### src/rtl/gpio_cond_pkg.sv
// Purpose: shared constants and helpers for the GPIO input conditioning block.
// Latency: n/a (package only).
// Backpressure: n/a (no datapath; the board pins cannot be stalled).
package gpio_cond_pkg;

    // 10 ms of stable level at a 100 MHz fabric clock
    localparam int DEFAULT_DEBOUNCE_CYCLES = 1000000;

    // Board input map: buttons occupy the low bits, slide switches sit above them
    localparam int BTN_BITS = 4;
    localparam int SW_BITS  = 2;
    localparam int BTN_LSB  = 0;
    localparam int SW_LSB   = 4;

    // Counter width for a terminal count of value-1. Never returns 0, so a
    // counter declared with it always has at least one bit.
    function automatic int clog2_min1(input int value);
        return (value <= 2) ? 1 : $clog2(value);
    endfunction

endpackage

### src/rtl/debounce_bit.sv
// Purpose: one-bit synchroniser, bounce filter and accepted-edge pulse generator.
// Latency: SYNC_STAGES + DEBOUNCE_CYCLES clock edges from the first sampling edge of a clean step to level_o.
// Backpressure: none; a new level is accepted once it has been stable long enough.
//
// Ports:
//   clk, rst  - fabric clock, asynchronous active-high reset
//   raw_i     - unsynchronised pin level
//   level_o   - debounced level (registered)
//   rise_o    - one-cycle pulse, coincident with level_o going 0->1
//   fall_o    - one-cycle pulse, coincident with level_o going 1->0
module debounce_bit
    import gpio_cond_pkg::*;
#(
    parameter int   SYNC_STAGES     = 2,
    parameter int   DEBOUNCE_CYCLES = DEFAULT_DEBOUNCE_CYCLES,
    parameter int   CNT_W           = clog2_min1(DEBOUNCE_CYCLES),
    parameter logic RESET_VALUE     = 1'b0
) (
    input  logic clk,
    input  logic rst,
    input  logic raw_i,
    output logic level_o,
    output logic rise_o,
    output logic fall_o
);

    localparam logic [CNT_W-1:0] CNT_LAST = CNT_W'(DEBOUNCE_CYCLES - 1);
    localparam logic [CNT_W-1:0] CNT_ONE  = CNT_W'(1);

    logic [SYNC_STAGES-1:0] sync_q, sync_d;
    logic [CNT_W-1:0]       cnt_q, cnt_d;
    logic                   level_q, level_d;
    logic                   rise_q, rise_d;
    logic                   fall_q, fall_d;

    logic s;
    logic differs;

    // Plain shift chain: nothing may sit between synchroniser stages.
    assign sync_d  = {sync_q[SYNC_STAGES-2:0], raw_i};
    assign s       = sync_q[SYNC_STAGES-1];
    assign differs = s ^ level_q;

    // The counter only advances while the synchronised input disagrees with
    // the accepted level; the terminal compare fires at DEBOUNCE_CYCLES-1, so
    // the counter never reaches a value that would overflow CNT_W.
    always_comb begin
        cnt_d   = cnt_q;
        level_d = level_q;
        rise_d  = 1'b0;
        fall_d  = 1'b0;
        if (!differs) begin
            cnt_d = '0;
        end else if (cnt_q == CNT_LAST) begin
            cnt_d   = '0;
            level_d = s;
            rise_d  = s;
            fall_d  = ~s;
        end else begin
            cnt_d = cnt_q + CNT_ONE;
        end
    end

    // Synchroniser loads the reset level so that releasing reset with the pin
    // already at that level produces no spurious edge.
    always_ff @(posedge clk or posedge rst) begin
        if (rst) begin
            sync_q  <= {SYNC_STAGES{RESET_VALUE}};
            cnt_q   <= '0;
            level_q <= RESET_VALUE;
            rise_q  <= 1'b0;
            fall_q  <= 1'b0;
        end else begin
            sync_q  <= sync_d;
            cnt_q   <= cnt_d;
            level_q <= level_d;
            rise_q  <= rise_d;
            fall_q  <= fall_d;
        end
    end

    assign level_o = level_q;
    assign rise_o  = rise_q;
    assign fall_o  = fall_q;

endmodule

### src/rtl/gpio_input_debounce.sv
// Purpose: conditions board buttons/switches into clean GPIO levels, edge pulses and a sticky interrupt flag.
// Latency: level/rise/fall after SYNC_STAGES+DEBOUNCE_CYCLES edges; edge_latched_o/change_o one edge later.
// Backpressure: none; sticky flags hold until clr_i, and an edge arriving with clr_i wins.
//
// Ports:
//   clk, rst        - fabric clock, asynchronous active-high reset (release expected synchronous to clk)
//   raw_i           - unsynchronised pin levels, buttons in [3:0], switches in [5:4]
//   irq_en_i        - per-bit enable for contributing to change_o
//   clr_i           - one-cycle pulse clearing edge_latched_o and change_o
//   level_o         - debounced levels for the system GPIO inputs
//   rise_o, fall_o  - one-cycle pulses on accepted transitions
//   edge_latched_o  - sticky per-bit record of accepted edges
//   change_o        - sticky OR of enabled accepted edges (interrupt request)
module gpio_input_debounce
    import gpio_cond_pkg::*;
#(
    parameter int               WIDTH           = BTN_BITS + SW_BITS,
    parameter int               SYNC_STAGES     = 2,
    parameter int               DEBOUNCE_CYCLES = DEFAULT_DEBOUNCE_CYCLES,
    parameter int               CNT_W           = clog2_min1(DEBOUNCE_CYCLES),
    parameter logic [WIDTH-1:0] RESET_VALUE     = {WIDTH{1'b0}}
) (
    input  logic             clk,
    input  logic             rst,
    input  logic [WIDTH-1:0] raw_i,
    input  logic [WIDTH-1:0] irq_en_i,
    input  logic             clr_i,
    output logic [WIDTH-1:0] level_o,
    output logic [WIDTH-1:0] rise_o,
    output logic [WIDTH-1:0] fall_o,
    output logic [WIDTH-1:0] edge_latched_o,
    output logic             change_o
);

    logic [WIDTH-1:0] rise_w;
    logic [WIDTH-1:0] fall_w;
    logic [WIDTH-1:0] edge_w;

    logic [WIDTH-1:0] edge_latched_q, edge_latched_d;
    logic             change_q, change_d;

    for (genvar i = 0; i < WIDTH; i++) begin : g_bit
        debounce_bit #(
            .SYNC_STAGES     (SYNC_STAGES),
            .DEBOUNCE_CYCLES (DEBOUNCE_CYCLES),
            .CNT_W           (CNT_W),
            .RESET_VALUE     (RESET_VALUE[i])
        ) u_debounce_bit (
            .clk     (clk),
            .rst     (rst),
            .raw_i   (raw_i[i]),
            .level_o (level_o[i]),
            .rise_o  (rise_w[i]),
            .fall_o  (fall_w[i])
        );
    end

    assign edge_w = rise_w | fall_w;

    // Clear first, then OR in this cycle's edges, so an edge coincident with
    // clr_i is never lost. irq_en_i only gates new edges into change_o.
    always_comb begin
        edge_latched_d = (clr_i ? '0 : edge_latched_q) | edge_w;
        change_d       = (clr_i ? 1'b0 : change_q) | (|(edge_w & irq_en_i));
    end

    always_ff @(posedge clk or posedge rst) begin
        if (rst) begin
            edge_latched_q <= '0;
            change_q       <= 1'b0;
        end else begin
            edge_latched_q <= edge_latched_d;
            change_q       <= change_d;
        end
    end

    assign rise_o         = rise_w;
    assign fall_o         = fall_w;
    assign edge_latched_o = edge_latched_q;
    assign change_o       = change_q;

endmodule

### config.mk
export PLATFORM = sky130hd
export DESIGN_NAME = gpio_input_debounce
export DESIGN_NICKNAME = d
export VERILOG_FILES = /design/src/rtl/gpio_cond_pkg.sv /design/src/rtl/debounce_bit.sv /design/src/rtl/gpio_input_debounce.sv
export SDC_FILE = /design/constraint.sdc
export NUM_CORES = 1
export LEC_CHECK = 0
export CAP_MARGIN = 20
export CELL_PAD_IN_SITES_DETAIL_PLACEMENT = 0
export CELL_PAD_IN_SITES_GLOBAL_PLACEMENT = 1
export CORE_ASPECT_RATIO = 1.75
export CORE_UTILIZATION = 46
export DETAILED_ROUTE_END_ITERATION = 10
export HOLD_SLACK_MARGIN = 0.06
export PLACE_DENSITY = 0.83
export SKIP_CTS_REPAIR_TIMING = 1
export SLEW_MARGIN = 20
export SYNTH_ARGS = -nofsm -noshare
export SYNTH_HDL_FRONTEND = slang
export SYNTH_SLANG_ARGS = --single-unit
export TNS_END_PERCENT = 10
### constraint.sdc
create_clock -name clk -period 6.7 [get_ports clk]
set_input_delay 1.34 -clock clk [delete_from_list [all_inputs] [get_ports clk]]
set_output_delay 1.34 -clock clk [all_outputs]
set_load 0.01 [all_outputs]
==> results.cfg, run 1 <==
[synth]
syn_inst = 727
synth-main-ff-cell = dfrtp_1
synth_nets = 748
synth.avg_cell_area_sq_um = 10.15
yosys_warnings = 0
synth_edf_count = 0
yosysSeqAreaShare_pct = 53.22
synth.distinct_cells = 46
ys_ff_latch = 157
netlist_area_sq_mm = 0.007382
async_reset_ff_share_pct = 100.0

[floorplanning]
dieHeight_um = 169.6
die_area_sq_mm = 0.01658
rows = 60
die_w_um = 97.76
core_area_sq_mm = 0.01554
ios = 40
initial_utilization_pct = 47.50

[timing]
finalCritPeriodShare_pct = 41.80
fmax_mhz = 357.1
finalSetupViolations = 0
min_period_ps = 2801
final-hold-violation-count = 0
finalMaxSlewViolations = 0
finalClockSkew_ps = 10.15
slew_headroom_pct = 47.12
finalSetupTns_ps = 0
rsz0062_at_grt = no
tightest_slew_ps = 793.2

[finish]
final_common_cell = dfrtp_1
n_fill_cell = 1334
design_area_sq_mm = 0.008484
syn2layout_area_growth_pct = 14.93
layout_common_cells = 157 x dfrtp_1, 121 x nor2_1, 69 x xnor2_1
final_nets = 782
drive_gt1_share_pct = 6.977
antenna_cells = 0
regArea_sq_mm = 0.003929
layout.cells.non_filler = 960
multi_input_area_sq_mm = 0.003166

[worst_setup_path]
critPathKind = register to output port
crit_path_start_kind = register
end_kind = output port
slowest_delay_ps = 590
startpoint = g_bit[4].u_debounce_bit.level_o
r2r_setup_slack_ps = 4210
cp_cell_sequence = clkdlybuf4s50_1
path_delay_family = buffers and inverters
crit_fanout = 5
arrival_ps = 1460
path_depth = 1
cp_slowest_cell = clkdlybuf4s50_1
rr_startpoint = g_bit[5].u_debounce_bit.cnt_q[0]
reg2reg_depth = 5
reg2reg_to = g_bit[5].u_debounce_bit.cnt_q[0]
worst-endpoint-required_ps = 5360
path_buf_inv = 1

[detailed_routing]
routedWlPerCell_um = 15.53
via_per_inst = 5.627
first_pass_iters = 7
drc = 12
initialDrtViolationCount = 288
vias = 5402
ant_nets = 0
wl_um = 14910

[placement]
dp.cells = 928
port_buffers = 39
dp_hpwl_um = 10370
dpl_cell_area_sq_mm = 0.007865
place_congestion = 0.8157

[power_and_ir_drop]
p_total_mw = 2.013
vdd_ir_drop_max_mv = 0.1514
p_leak_nw = 3.370
power_density_mw_per_mm2 = 237.2

[grt]
grt_pass1_wl_um = 26030
grt_overflow = 0
track_usage_pct = 19.52
grt_max_degree = 119
grt_pass1_vias = 5641
antenna_found_initial = 0

[min_path]
worstHoldStart = g_bit[1].u_debounce_bit.sync_q[0]
holdCritPathClass = register to register
hold_depth = 0
hold-path-endpoint = g_bit[1].u_debounce_bit.sync_q[1]

[clock_network]
clk_latency_ps = 410
clockBufferDepth = 2
cts_tree = yes
cts.clk_slew.worst_paths_ps = 60
cts_buffers = 17
cts_sinks = 157
clockRootBuffer = clkbuf_16
htree_levels = 4

[run_status]
outcome = finished with violations
violations = DRC

[flow_run]
drv_cap = 0
## logic make-up after synthesis
kind of cell    synth area share [%]
simple gates                   24.32
flops                          53.22
xor+xnor                       10.68
compound gates                 5.390
buf+inv                        4.000
mux                            1.373
fa+ha+maj                      1.017
## per-stage QoR
stage	hold slack [ps]	util (%)	setup slack, ps
after floorplan	331.2	-	1125
after global placement	334.2	50.61	3557
after detailed placement	337.3	50.61	3478
after CTS	355.5	54.53	3872
after global routing	364.5	54.60	3840
final	355.2	54.60	3899
## final cells by class
cell class / count / share of cell area [%]
Clock buffer: 20 / 5.501
Clock inverter: 12 / 1.681
Inverter: 32 / 1.504
Multi-Input combinational cell: 510 / 37.31
Sequential cell: 157 / 46.31
Tap cell: 186 / 2.743
Timing Repair Buffer: 43 / 4.955
## synth_stat cells (6+ instances only)
master    instances  area [sq um]
a21oi_1          14         70.07
inv_1            32         120.1
and2_1            9         56.30
nor3b_1          12         90.09
ha_1              6         75.07
o221ai_1          6         52.55
buf_4            18         135.1
or4_1             6         45.04
nor3_1           24         120.1
nor2_1          121         454.2
nor4_1           30         187.7
o21ai_0          22         110.1
dfrtp_1         157          3929
nand4_1          33         206.5
or3_1             7         43.79
nand2_1          24         90.09
nand3_1          36         180.2
clkbuf_1          8         30.03
xor2_1           21         183.9
xnor2_1          69         604.3
and3_1           20         125.1
## per-layer routing
layer / share of wire [%] / track usage [%] / wire length, um / vias to the layer above
met3: 3.3 / 4.325 / 495 / 22
met5: 0 / 0 / 0 / -
met4: 2.2 / 8.300 / 329 / 0
met2: 52 / 35.21 / 7809 / 109
met1: 42 / 22.06 / 6274 / 2676
li1: - / - / - / 2595
## where the power goes
group | internal [mW] | switching [mW] | leakage (nW) | total [mW]
registers | 0.961 | 0.0121 | 2.15 | 0.973
clock network | 0.612 | 0.370 | 0.297 | 0.982
logic | 0.0196 | 0.0384 | 0.922 | 0.0580
total | 1.59 | 0.420 | 3.37 | 2.01
## sequential cells by signal, summed over array words and instances (netlist names)
register                      flops
edge_latched_o                    6
g_bit.u_debounce_bit.sync_q      12
g_bit.u_debounce_bit.cnt_q      120
g_bit.u_debounce_bit.level_o      6
g_bit.u_debounce_bit.rise_o       6
change_o                          1
g_bit.u_debounce_bit.fall_o       6
## worst max path at each step
stage / to / slack, ps
after detailed placement: g_bit[1].u_debounce_bit.cnt_q[2] / 3480
after floorplan: change_o / 1130
after global routing: level_o[4] / 3840
final: level_o[4] / 3900
after global placement: g_bit[1].u_debounce_bit.sync_q[1] / 3560
after CTS: level_o[4] / 3870
No activity file was read; power rests on OpenSTA's default activity.
==> run 2, diff against run 1 <==
--- a/config.mk
+++ b/config.mk
@@ -9,10 +9,10 @@
 export CELL_PAD_IN_SITES_DETAIL_PLACEMENT = 0
 export CELL_PAD_IN_SITES_GLOBAL_PLACEMENT = 1
 export CORE_ASPECT_RATIO = 1.75
-export CORE_UTILIZATION = 46
+export CORE_UTILIZATION = 43
 export DETAILED_ROUTE_END_ITERATION = 10
 export HOLD_SLACK_MARGIN = 0.06
-export PLACE_DENSITY = 0.83
+export PLACE_DENSITY = 0.81
 export SKIP_CTS_REPAIR_TIMING = 1
 export SLEW_MARGIN = 20
 export SYNTH_ARGS = -nofsm -noshare
==> constraint.sdc (replaced) <==
create_clock -name clk -period 2.5 [get_ports clk]
set_input_delay 0.5 -clock clk [delete_from_list [all_inputs] [get_ports clk]]
set_output_delay 0.5 -clock clk [all_outputs]
set_load 0.01 [all_outputs]
==> results.cfg, run 2 (synthesized netlist as in run 1, its figures left out) <==
[floorplanning]
rows = 63
die_area_sq_mm = 0.01772
die_w_um = 101.0
ios = 40
core_area_sq_mm = 0.01687
dieHeight_um = 175.3
initial_utilization_pct = 43.76

[detailed_routing]
via_per_inst = 5.412
dr_wl_met2_um = 8208
wl_met1_um = 6090
initialDrtViolationCount = 219
vias = 5482
drc = 0
routedWlPerCell_um = 14.95
first_pass_iters = 5
wl_met3_um = 622
ant_nets = 0
routed.top_layer = met4
wl_um = 15140

[grt]
track_usage_pct = 18.30
grt_max_degree = 77
antenna_found_initial = 1
grt_pass1_vias = 5567
grt_pass1_wl_um = 25550
grt_overflow = 0

[power_and_ir_drop]
p_total_mw = 5.335
vdd_ir_drop_max_mv = 0.4511
power_density_mw_per_mm2 = 619.6
p_leak_nw = 3.403

[worst_setup_path]
end_kind = register
worst-endpoint-required_ps = 2800
arrival_ps = 2480
crit_fanout = 5
critPathKind = register to register
crit_path_start_kind = register

[finish]
reg_top3 = g_bit.u_debounce_bit.cnt_q (120), g_bit.u_debounce_bit.sync_q (12)
syn2layout_area_growth_pct = 16.63
largest_reg_flops = 120
top_register = g_bit.u_debounce_bit.cnt_q
final_common_cell = dfrtp_1
drive_gt1_share_pct = 8.142
layout_common_cells = 157 x dfrtp_1, 121 x nor2_1, 69 x xnor2_1
final_nets = 795
antenna_cells = 0
design_area_sq_mm = 0.008610

[timing]
tightest_slew_ps = 703.5
slew_headroom_pct = 52.66
finalSetupTns_ps = 0
finalSetupViolations = 0
fmax_mhz = 458.7
min_period_ps = 2180
final-hold-violation-count = 0
rsz0062_at_grt = no
finalMaxSlewViolations = 0
finalCritPeriodShare_pct = 87.20
finalClockSkew_ps = 10.07

[clock_network]
cts_buffers = 17
cts.clk_slew.worst_paths_ps = 70
clk_latency_ps = 420
cts_tree = yes
clockRootBuffer = clkbuf_16
clockBufferDepth = 2
htree_levels = 4
cts_sinks = 157

[placement]
port_buffers = 39
dpl_cell_area_sq_mm = 0.008025
place_congestion = 0.8320
dp_hpwl_um = 10760

[flow_run]
drv_cap = 0

[min_path]
holdCritPathClass = register to register

[run_status]
outcome = finished clean
## run 2: area by class of cell
| class | count | area, sq um |
|---|---|---|
| timing repair buffer | 56 | 530.5 |
| clock buffer | 17 | 425.4 |
| inverter | 32 | 123.9 |
| fill | 1568 | 8259 |
| tap | 227 | 284.0 |
| multi-input combinational | 510 | 3158 |
| clock inverter | 14 | 158.9 |
| sequential | 157 | 3929 |
## run 2: path summary, 6_finish.rpt
check                                                  start                                 to  slack [ps]  depth (start not counted)
setup / recovery            g_bit[5].u_debounce_bit.cnt_q[7]    g_bit[5].u_debounce_bit.level_o         320                          4
hold / removal             g_bit[4].u_debounce_bit.sync_q[0]  g_bit[4].u_debounce_bit.sync_q[1]         350                          0
setup reg to reg            g_bit[5].u_debounce_bit.cnt_q[7]    g_bit[5].u_debounce_bit.level_o         320                          4
hold reg to reg            g_bit[4].u_debounce_bit.sync_q[0]  g_bit[4].u_debounce_bit.sync_q[1]         350                          0
max in group asynchronous                                rst   g_bit[4].u_debounce_bit.cnt_q[8]        1510                          3
min in group asynchronous                                rst  g_bit[1].u_debounce_bit.sync_q[0]         560                          3
## run 2: power by group
part | switching [mW] | internal [mW]
sequential | 0.0313 | 2.57
combinational | 0.103 | 0.0613
clock | 1.08 | 1.49
total | 1.21 | 4.12
## run 2: through the flow
step / utilization (%) / hold WS, ps / setup slack [ps] / instances
floorplan: - / 331.2 / 13.12 / 727
global placement: 47.57 / 335.3 / 364.8 / 982
detailed placement: 47.57 / 337.3 / 349.9 / 982
CTS: 51.04 / 352.7 / 335.5 / 1013
global route: 51.04 / 359.9 / 280.6 / 1013
finish: 51.04 / 350.1 / 320.1 / 1013
## run 2: per-layer routing
metal / vias up / global-route usage (%)
met5: - / 0
met4: 0 / 6.944
met3: 23 / 4.696
met2: 124 / 32.77
met1: 2701 / 20.46
li1: 2634 / -
## run 2: critical path, stage by stage, from the launching register on
cell and delay [ps]:
dfrtp_1 410, or4_1 540, or4_4 530, or2_4 300
mux2_4 290
==> run 3, diff against run 2 <==
--- a/config.mk
+++ b/config.mk
@@ -9,12 +9,13 @@
 export CELL_PAD_IN_SITES_DETAIL_PLACEMENT = 0
 export CELL_PAD_IN_SITES_GLOBAL_PLACEMENT = 1
 export CORE_ASPECT_RATIO = 1.75
-export CORE_UTILIZATION = 43
+export CORE_UTILIZATION = 45
 export DETAILED_ROUTE_END_ITERATION = 10
+export DONT_BUFFER_PORTS = 1
 export HOLD_SLACK_MARGIN = 0.06
-export PLACE_DENSITY = 0.81
+export PLACE_DENSITY = 0.8
 export SKIP_CTS_REPAIR_TIMING = 1
-export SLEW_MARGIN = 20
+export SLEW_MARGIN = 30
 export SYNTH_ARGS = -nofsm -noshare
 export SYNTH_HDL_FRONTEND = slang
 export SYNTH_SLANG_ARGS = --single-unit
==> results.cfg, run 3 (synthesized netlist as in run 1, its figures left out) <==
[timing]
tightest_slew_ps = 655.2
finalClockSkew_ps = 10.03
min_period_ps = 2170
finalSetupViolations = 0
fmax_mhz = 460.8
finalMaxSlewViolations = 0
finalCritPeriodShare_pct = 86.81
final-hold-violation-count = 0
finalSetupTns_ps = 0
rsz0062_at_grt = no
slew_headroom_pct = 55.92

[detailed_routing]
vias = 5255
via_per_inst = 5.614
ant_nets = 0
drc = 0
routedWlPerCell_um = 15.26
initialDrtViolationCount = 142
wl_um = 14290
first_pass_iters = 6

[finish]
layout.cells.non_filler = 936
final_common_cell = dfrtp_1
n_fill_cell = 1420
layout_common_cells = 157 x dfrtp_1, 121 x nor2_1, 69 x xnor2_1
largest_reg_flops = 120
antenna_cells = 0
reg_top3 = g_bit.u_debounce_bit.cnt_q (120), g_bit.u_debounce_bit.sync_q (12)
drive_gt1_share_pct = 8.434
final_nets = 755
syn2layout_area_growth_pct = 10.81
top_register = g_bit.u_debounce_bit.cnt_q

[grt]
grt_pass1_vias = 5275
antenna_found_initial = 1
grt_pass1_wl_um = 24700
grt_util_met3_pct = 3.941
grtUsageMet2_pct = 32.87
track_usage_pct = 18.52
use_met1_pct = 21.38
busiest_layer = met2
grt_max_degree = 76
grt_overflow = 0

[clock_network]
htree_levels = 4
clockRootBuffer = clkbuf_16
cts_tree = yes
cts_buffers = 17
clk_latency_ps = 420
clockBufferDepth = 2
cts_sinks = 157
cts.clk_slew.worst_paths_ps = 70

[floorplanning]
die_w_um = 98.82
core_area_sq_mm = 0.01595
die_area_sq_mm = 0.01694
initial_utilization_pct = 46.28
rows = 61
dieHeight_um = 171.4
ios = 40

[placement]
port_buffers = 0
dp_hpwl_um = 10110
place_congestion = 0.7954
dp.cells = 903

[worst_setup_path]
rr_startpoint = g_bit[5].u_debounce_bit.cnt_q[6]
crit_fanout = 5
r2r_setup_slack_ps = 330
startpoint = g_bit[5].u_debounce_bit.cnt_q[6]
arrival_ps = 2470
crit_path_start_kind = register
slowest_delay_ps = 520
critPathKind = register to register
cp_cell_sequence = or4_1 -> or4_4 -> or2_4 -> mux2_4
reg2reg_depth = 4
worst-endpoint-required_ps = 2800
reg2reg_to = g_bit[5].u_debounce_bit.level_o
end_kind = register
cp_slowest_cell = or4_1
crit_path_end = g_bit[5].u_debounce_bit.level_o

[power_and_ir_drop]
power_switching_mw = 1.235
power.share.switching_pct = 23.36
p_leak_nw = 3.271
p_int_mw = 4.052
p_clk_share_pct = 48.0
power_density_mw_per_mm2 = 646.3
vdd_ir_drop_max_mv = 0.4286
power_frac_comb_pct = 2.7
seqPwrFrac_pct = 49.3

[min_path]
hold_depth = 0
holdCritPathClass = primary input to register

[run_status]
outcome = finished clean

[flow_run]
drv_cap = 0
## run 3: cell count changes in the layout (fill, tap and decap cells not counted), sizes merged
cell	previous run	this run
clkdlybuf4s50	39	0
buf	17	15
clkinv	1	3
clkinvlp	5	3
bufinv	2	1
clkbuf	17	18
dlygate4sd3	0	1
inv	38	39
## run 3: worst min path at each step
stage | slack (ps) | start | to
finish | 100 | raw_i[1] | g_bit[1].u_debounce_bit.sync_q[0]
global route | 80 | raw_i[1] | g_bit[1].u_debounce_bit.sync_q[0]
CTS | 7 | rst | g_bit[4].u_debounce_bit.cnt_q[15]
detailed placement | 340 | g_bit[3].u_debounce_bit.sync_q[0] | g_bit[3].u_debounce_bit.sync_q[1]
global placement | 340 | g_bit[2].u_debounce_bit.sync_q[0] | g_bit[2].u_debounce_bit.sync_q[1]
floorplan | 330 | g_bit[0].u_debounce_bit.sync_q[0] | g_bit[0].u_debounce_bit.sync_q[1]
## run 3: power by group through the flow
stage | Sequential [mW] | Combinational [mW] | Clock, mW
after floorplan | 2.64 | 0.0987 | 0
after global placement | 2.65 | 0.143 | 0
after detailed placement | 2.65 | 0.147 | 0
after CTS | 2.60 | 0.148 | 2.60
after global routing | 2.61 | 0.168 | 2.70
final | 2.60 | 0.144 | 2.54
## run 3: metal layers
layer / share of wire [%] / vias up
li1: - / 2554
met3: 3.3 / 29
met2: 52 / 88
met4: 2.0 / 2
met5: 0.091 / -
met1: 42 / 2582
## run 3: stage by stage
step	hold slack, ps	setup WS (ps)	util, %	cell area (sq um)	total power, mW
2_1_floorplan	331.2	13.12	-	7386	2.743
3_3_place_gp	336.8	351.4	47.55	7585	2.791
3_5_place_dp	335.5	335.1	47.55	7585	2.798
4_1_cts	6.703	325.8	51.22	8170	5.357
5_1_grt	83.91	274.9	51.28	8180	5.475
6_report	103.0	329.9	51.28	8180	5.287
## run 3: final cells by class
| cell class | count | area, sq um | share of cell area (%) |
|---|---|---|---|
| flip-flops and latches | 157 | 3929 | 48.03 |
| multi-input cells | 510 | 3158 | 38.61 |
| clock buffers | 18 | 439.2 | 5.369 |
| well taps | 189 | 236.5 | 2.891 |
| repair buffers | 16 | 147.6 | 1.805 |
| clock inverters | 14 | 146.4 | 1.790 |
| inverters | 32 | 123.9 | 1.514 |
## run 3: critical path: cells and delay by family (launching register included)
family | cells | cell delay [ps]
and+or+nand+nor | 3 | 1340
DFF | 1 | 420
muxes | 1 | 290
